[src/rtl/dds_pkg.sv]
// Shared constants and helpers for the DDS waveform generator.
// Mode encodings, output width derivation and parameter legality.
package dds_pkg;

    localparam logic [1:0] MODE_SINE   = 2'b00;
    localparam logic [1:0] MODE_TRI    = 2'b01;
    localparam logic [1:0] MODE_SQUARE = 2'b10;
    localparam logic [1:0] MODE_SAW    = 2'b11;

    localparam real DDS_PI = 3.14159265358979323846;

    // Output carries one extra bit above the quarter-wave magnitude.
    function automatic int dds_out_w(input int amp_w);
        return amp_w + 1;
    endfunction

    function automatic bit dds_params_ok(
        input int phase_w,
        input int addr_w,
        input int amp_w
    );
        return (addr_w >= 1) &&
               (addr_w <= amp_w) &&
               (amp_w <= 2 * addr_w) &&
               (phase_w >= addr_w + 2);
    endfunction

endpackage

[src/rtl/dds_quarter_rom.sv]
// Registered quarter-wave sine table, one cycle read latency.
// Contents are generated at elaboration from the sine formula.
module dds_quarter_rom
    import dds_pkg::*;
#(
    parameter int ADDR_W = 6,
    parameter int AMP_W  = 9
) (
    input  logic              clk,
    input  logic              rst_n,
    input  logic [ADDR_W-1:0] addr_i,
    output logic [AMP_W-1:0]  data_o
);

    localparam int DEPTH = 1 << ADDR_W;

    // rom[i] = floor(2^AMP_W * sin(pi/2 * i / DEPTH)), packed LSB-first.
    function automatic logic [DEPTH*AMP_W-1:0] gen_table();
        logic [DEPTH*AMP_W-1:0] t;
        real                    x;
        int                     v;
        t = '0;
        for (int i = 0; i < DEPTH; i++) begin
            x = (2.0 ** AMP_W) *
                $sin(DDS_PI / 2.0 * real'(i) / real'(DEPTH));
            v = $rtoi(x);
            t[i*AMP_W +: AMP_W] = AMP_W'(v);
        end
        return t;
    endfunction

    localparam logic [DEPTH*AMP_W-1:0] TABLE = gen_table();

    logic [AMP_W-1:0] data_q;
    logic [AMP_W-1:0] data_d;

    // Table lookup for the addressed entry.
    always_comb begin
        data_d = TABLE[int'(addr_i)*AMP_W +: AMP_W];
    end

    // Output register gives the one-cycle read latency.
    always_ff @(posedge clk) begin
        if (!rst_n) begin
            data_q <= '0;
        end else begin
            data_q <= data_d;
        end
    end

    assign data_o = data_q;

endmodule

[src/rtl/dds_wave_gen.sv]
// DDS waveform generator: phase accumulator, folded quarter-wave
// lookup and a three-stage sine/triangle/square/saw output pipeline.
module dds_wave_gen
    import dds_pkg::*;
#(
    parameter int PHASE_W = 32,
    parameter int ADDR_W  = 6,
    parameter int AMP_W   = 9
) (
    input  logic               clk,
    input  logic               rst_n,
    input  logic               en,
    input  logic               cfg_load,
    input  logic               cfg_clr,
    input  logic [PHASE_W-1:0] freq_word,
    input  logic [PHASE_W-1:0] phase_word,
    input  logic [1:0]         mode_sel,
    output logic [AMP_W:0]     dout,
    output logic               dout_valid,
    output logic               cycle_pulse
);

    localparam int OUT_W = dds_out_w(AMP_W);
    localparam logic [OUT_W-1:0] MID = {1'b1, {AMP_W{1'b0}}};
    localparam logic [OUT_W-1:0] FULL = '1;
    localparam logic [ADDR_W-1:0] IDX_MAX = '1;

    if (!dds_params_ok(PHASE_W, ADDR_W, AMP_W)) begin : g_bad_params
        $error("dds_wave_gen: illegal PHASE_W/ADDR_W/AMP_W combination");
    end

    // Accumulator and configuration state.
    logic [PHASE_W-1:0] acc_q, acc_d;
    logic               wrap_q, wrap_d;
    logic [PHASE_W-1:0] freq_q, freq_d;
    logic [PHASE_W-1:0] phase_q, phase_d;
    logic [1:0]         mode_q, mode_d;
    logic [PHASE_W:0]   acc_sum;

    // Stage 1: phase split.
    logic [PHASE_W-1:0] ph;
    logic               ph_unused;
    logic [OUT_W-1:0]   saw_bits;
    logic               s1_valid_q, s1_valid_d;
    logic               s1_wrap_q, s1_wrap_d;
    logic [1:0]         s1_quad_q, s1_quad_d;
    logic [ADDR_W-1:0]  s1_idx_q, s1_idx_d;
    logic [1:0]         s1_mode_q, s1_mode_d;
    logic [OUT_W-1:0]   s1_saw_q, s1_saw_d;

    // Stage 2: fold and ROM read.
    logic [ADDR_W-1:0]  idx_f;
    logic [AMP_W-1:0]   rom_mag;
    logic               s2_valid_q, s2_valid_d;
    logic               s2_wrap_q, s2_wrap_d;
    logic [1:0]         s2_quad_q, s2_quad_d;
    logic [ADDR_W-1:0]  s2_idx_q, s2_idx_d;
    logic [1:0]         s2_mode_q, s2_mode_d;
    logic [OUT_W-1:0]   s2_saw_q, s2_saw_d;

    // Stage 3: compose output.
    logic [AMP_W-1:0]   tri_mag;
    logic [AMP_W-1:0]   mag;
    logic [OUT_W-1:0]   wave;
    logic [OUT_W-1:0]   dout_q, dout_d;
    logic               valid_q, valid_d;
    logic               pulse_q, pulse_d;

    assign acc_sum = {1'b0, acc_q} + {1'b0, freq_q};

    // Next accumulator/config; clear wins over the increment.
    always_comb begin
        acc_d   = acc_q;
        wrap_d  = wrap_q;
        freq_d  = freq_q;
        phase_d = phase_q;
        mode_d  = mode_q;
        if (en) begin
            acc_d  = acc_sum[PHASE_W-1:0];
            wrap_d = acc_sum[PHASE_W];
        end
        if (cfg_load) begin
            freq_d  = freq_word;
            phase_d = phase_word;
            mode_d  = mode_sel;
            if (cfg_clr) begin
                acc_d  = '0;
                wrap_d = 1'b0;
            end
        end
    end

    // Accumulator and configuration registers.
    always_ff @(posedge clk) begin
        if (!rst_n) begin
            acc_q   <= '0;
            wrap_q  <= 1'b0;
            freq_q  <= '0;
            phase_q <= '0;
            mode_q  <= MODE_SINE;
        end else begin
            acc_q   <= acc_d;
            wrap_q  <= wrap_d;
            freq_q  <= freq_d;
            phase_q <= phase_d;
            mode_q  <= mode_d;
        end
    end

    assign ph        = acc_q + phase_q;
    assign ph_unused = ^ph;

    if (PHASE_W >= OUT_W) begin : g_saw_slice
        assign saw_bits = ph[PHASE_W-1 -: OUT_W];
    end else begin : g_saw_pad
        assign saw_bits = {ph, {(OUT_W-PHASE_W){1'b0}}};
    end

    // Stage 1: offset phase, split into quadrant and table index.
    always_comb begin
        s1_valid_d = en;
        s1_wrap_d  = wrap_q;
        s1_quad_d  = ph[PHASE_W-1 -: 2];
        s1_idx_d   = ph[PHASE_W-3 -: ADDR_W];
        s1_mode_d  = mode_q;
        s1_saw_d   = saw_bits;
    end

    // Stage 1 registers.
    always_ff @(posedge clk) begin
        if (!rst_n) begin
            s1_valid_q <= 1'b0;
            s1_wrap_q  <= 1'b0;
            s1_quad_q  <= '0;
            s1_idx_q   <= '0;
            s1_mode_q  <= MODE_SINE;
            s1_saw_q   <= '0;
        end else begin
            s1_valid_q <= s1_valid_d;
            s1_wrap_q  <= s1_wrap_d;
            s1_quad_q  <= s1_quad_d;
            s1_idx_q   <= s1_idx_d;
            s1_mode_q  <= s1_mode_d;
            s1_saw_q   <= s1_saw_d;
        end
    end

    // Odd quadrants run the table backwards.
    assign idx_f = s1_quad_q[0] ? (IDX_MAX - s1_idx_q) : s1_idx_q;

    dds_quarter_rom #(
        .ADDR_W (ADDR_W),
        .AMP_W  (AMP_W)
    ) u_rom (
        .clk    (clk),
        .rst_n  (rst_n),
        .addr_i (idx_f),
        .data_o (rom_mag)
    );

    // Stage 2: carry sample tags alongside the ROM read.
    always_comb begin
        s2_valid_d = s1_valid_q;
        s2_wrap_d  = s1_wrap_q;
        s2_quad_d  = s1_quad_q;
        s2_idx_d   = idx_f;
        s2_mode_d  = s1_mode_q;
        s2_saw_d   = s1_saw_q;
    end

    // Stage 2 registers.
    always_ff @(posedge clk) begin
        if (!rst_n) begin
            s2_valid_q <= 1'b0;
            s2_wrap_q  <= 1'b0;
            s2_quad_q  <= '0;
            s2_idx_q   <= '0;
            s2_mode_q  <= MODE_SINE;
            s2_saw_q   <= '0;
        end else begin
            s2_valid_q <= s2_valid_d;
            s2_wrap_q  <= s2_wrap_d;
            s2_quad_q  <= s2_quad_d;
            s2_idx_q   <= s2_idx_d;
            s2_mode_q  <= s2_mode_d;
            s2_saw_q   <= s2_saw_d;
        end
    end

    // Triangle magnitude replicates the index MSBs into the low bits.
    if (AMP_W == ADDR_W) begin : g_tri_eq
        assign tri_mag = s2_idx_q;
    end else begin : g_tri_ext
        assign tri_mag = {s2_idx_q, s2_idx_q[ADDR_W-1 -: AMP_W-ADDR_W]};
    end

    // Stage 3: per-mode magnitude and offset-binary composition.
    always_comb begin
        mag  = '0;
        wave = MID;
        case (s2_mode_q)
            MODE_SINE: mag = rom_mag;
            MODE_TRI:  mag = tri_mag;
            default:   mag = '0;
        endcase
        case (s2_mode_q)
            MODE_SINE, MODE_TRI: begin
                wave = s2_quad_q[1] ? (MID - {1'b0, mag})
                                    : (MID + {1'b0, mag});
            end
            MODE_SQUARE: wave = s2_quad_q[1] ? '0 : FULL;
            default:     wave = s2_saw_q;
        endcase
        dout_d  = s2_valid_q ? wave : dout_q;
        valid_d = s2_valid_q;
        pulse_d = s2_valid_q & s2_wrap_q;
    end

    // Output registers; dout holds across invalid slots.
    always_ff @(posedge clk) begin
        if (!rst_n) begin
            dout_q  <= MID;
            valid_q <= 1'b0;
            pulse_q <= 1'b0;
        end else begin
            dout_q  <= dout_d;
            valid_q <= valid_d;
            pulse_q <= pulse_d;
        end
    end

    assign dout        = dout_q;
    assign dout_valid  = valid_q;
    assign cycle_pulse = pulse_q;

endmodule
[config.mk]
export PLATFORM = sky130hd
export DESIGN_NAME = dds_wave_gen
export DESIGN_NICKNAME = d
export VERILOG_FILES = /design/src/rtl/dds_pkg.sv /design/src/rtl/dds_quarter_rom.sv /design/src/rtl/dds_wave_gen.sv
export SDC_FILE = /design/constraint.sdc
export NUM_CORES = 1
export LEC_CHECK = 0
export BUFFER_PORTS_ARGS = -buffer_cell sky130_fd_sc_hd__buf_2
export CAP_MARGIN = 30
export CORE_MARGIN = 4
export CORE_UTILIZATION = 45
export DETAILED_ROUTE_END_ITERATION = 6
export HOLD_SLACK_MARGIN = 0.03
export PLACE_DENSITY = 0.67
export SYNTH_ARGS = -nofsm -noshare
export SYNTH_HDL_FRONTEND = slang
export SYNTH_SLANG_ARGS = --single-unit
export TNS_END_PERCENT = 10
[constraint.sdc]
create_clock -name clk -period 3.4 [get_ports clk]
set_input_delay 0.51 -clock clk [delete_from_list [all_inputs] [get_ports clk]]
set_output_delay 0.51 -clock clk [all_outputs]
set_load 0.01 [all_outputs]
==> results.toml <==
[logic_synthesis]
ys_ff_latch = 154
syn_inst = 1035
syn-num-nets = 1179
synth_area_leader_cell = "dfxtp_1"
synthesis.area_um2 = 9025
synth.distinct_cells = 71
yosysWarningCount = 0
async_flop_share_pct = 0
seq_area_frac_synth_pct = 34.16
ys.flop_type = "dfxtp_1"
synth_edf_count = 0
syn_area_per_cell_um2 = 8.720
synthTopCellsByArea = "dfxtp_1 34%, ha_1 10%, mux2i_1 9.8%, nor2b_1 4.8%, a21oi_1 3.7%"
yosysTopAreaCellShare_pct = 34.16

[timing]
hold_viol_final = 0
finClkSkew_ns = 0.008307
timing.setup.tns_ns = 0
report.final.slew_viol_count = 0
tightest_slew_ns = 0.7887
period_share_pct = 77.64
max-slew-margin-rel_pct = 47.23
rsz0062_at_grt = "false"
finalSetupViolCount = 0
finalCriticalPeriod_ns = 2.640
fmax_mhz = 378.8

[cts]
cts_resized = 0
postCtsSetupBuffers = 0
cts_sinks = 154
numCtsBuffers = 17
root_buffer = "clkbuf_16"
ctsHoldBuffers = 0
clkTransAtPathRegs_ns = 0.06
cts_max_level = 4
clockBufferDepth = 2
cts_tree = "built"
clock_latency_ns = 0.43

[routing]
ant_nets = 0
routed_wirelength_um = 20890
drt_iter0_markers = 568
drc = 0
num_vias = 7518
drtPass1Iterations = 5
wl_per_cell_um = 15.14
post_drt_via_cell_ratio = 5.448

[die]
boundaryPins = 83
die_area_um2 = 22380
die-width_um = 149.6
initial_core_util_pct = 46.07
fp.coreArea_um2 = 19590
fp.dieH_um = 149.6
row_count = 51

[run]
drv_cap = 0

[global_routing]
track_usage_pct = 19.24
overflow = 0
grt_pass1_vias = 7236
grt_max_degree = 67
grt_antenna_before_repair = 0
grt_pass1_wl_um = 35220

[worst_setup_path]
crit_required_ns = 3.75
path_max_fanout = 3
startpoint_type = "flop"
r2r_cells = 9
worstReg2RegStart = "acc_q[4]"
path_class = "reg2reg"
cp-startpoint = "acc_q[4]"
arrival_ns = 2.99
worstSetupEndpointType = "flop"

[pwr]
p_per_area_nw_per_um2 = 490.9
total_power_uw = 5062
p_leak_uw = 0.004707
vdd_drop_max_mv = 0.3153

[placement]
port-buffer-count = 82
routabilityCongestion = 0.8744
placed_cells = 1348
hpwlAfterDp_um = 15370

[layout]
final_layout_size_suffix_gt1_share_pct = 13.09
nets = 1246
final-instance-count-excl-fill = 1380
area.growth.synth_to_final_pct = 14.25
layout_common_cells = "154 x dfxtp_1, 88 x mux2i_1, 81 x buf_2"
diodes = 0
final_common_cell = "dfxtp_1"

[status]
status = "finished clean"

[hold_path]
hold_path_depth = 3
worstHoldStart = "phase_word[4]"
hold_path.class = "in2reg"
-- layout make-up --
cell class	count	area [µm²]
fill	1852	9279
multi-input combinational	813	5677
sequential	154	3083
timing repair buffer	100	548.0
clock buffer	18	439.2
tap	265	331.6
clock inverter	14	172.7
inverter	16	60.06
-- flip-flops by register name, summed over array words and instances, names as in the netlist --
register / flops
dout: 10
s1_quad_q: 2
s1_valid_q: 1
s2_wrap_q: 1
s1_wrap_q: 1
s2_saw_q: 8
s2_valid_q: 1
s2_mode_q: 2
s1_idx_q: 5
dout_valid: 1
s1_mode_q: 2
u_rom.data_o: 9
mode_q: 2
phase_q: 32
s2_idx_q: 6
freq_q: 32
acc_q: 32
s1_saw_q: 3
cycle_pulse: 1
s2_quad_q: 2
s1_wrap_d: 1
-- cell families after synthesis --
| family | after synthesis | synth area share [%] |
|---|---|---|
| buffers and inverters | 68 | 2.939 |
| multiplexers | 88 | 9.760 |
| AO/OA/AOI/OAI | 261 | 19.22 |
| flip-flops | 154 | 34.16 |
| XOR/XNOR | 40 | 3.882 |
| AND/OR/NAND/NOR | 351 | 19.84 |
| adder cells (fa/ha/maj) | 73 | 10.20 |
-- cells in the mapped netlist, drive strengths merged (6+ instances only) --
| master | instances |
|---|---|
| o21ai | 55 |
| nand2 | 79 |
| a21o | 28 |
| xor2 | 20 |
| nor2b | 69 |
| xnor2 | 20 |
| o211ai | 15 |
| buf | 15 |
| mux2i | 88 |
| a21oi | 67 |
| and2 | 35 |
| nand4 | 8 |
| dfxtp | 154 |
| nand3 | 21 |
| nor2 | 77 |
| nor3 | 19 |
| nand2b | 14 |
| o21a | 6 |
| o22ai | 6 |
| inv | 15 |
| ha | 72 |
| a31oi | 15 |
| and3 | 9 |
| clkbuf | 37 |
| a211oi | 20 |
-- worst max-delay path, stage by stage (launching register included) --
cell	delay (ns)
dfxtp_1	0.33
ha_1	0.31
a21o_1	0.16
a21o_1	0.17
o2111ai_1	0.34
a2111oi_0	0.18
o2111ai_1	0.40
nand2_1	0.18
a211oi_1	0.28
mux2i_1	0.23
-- stage by stage --
step	cell area [µm²]	hold slack, ns	util, %	worst slack (ns)
5_1_grt	10310	0.3382	52.63	0.5372
4_1_cts	10310	0.3257	52.63	0.7470
6_report	10310	0.3387	52.63	0.7602
3_3_place_gp	9699	0.4158	49.51	0.8249
2_1_floorplan	9025	0.4119	-	1.026
3_5_place_dp	9699	0.4169	49.51	0.7796
-- power by group --
part           switching (µW)  internal (µW)  leakage (µW)
sequential               86.0           1940       0.00126
combinational             634            464       0.00316
clock                     768           1170      0.000285
total                    1490           3570       0.00471
-- layer usage --
layer | part of all wire [%] | global-route usage [%]
met3 | 4.1 | 3.452
met4 | 2.0 | 6.041
met2 | 46 | 31.47
met1 | 47 | 25.89
met5 | 0 | 0
-- path summary, 6_finish.rpt --
kind | end | slack (ns)
setup / recovery | s1_idx_q[1] | 0.76
hold / removal | phase_q[4] | 0.34
setup reg to reg | s1_idx_q[1] | 0.76
hold reg to reg | s2_saw_q[1] | 0.43
Power figures use the tool's default switching activity.
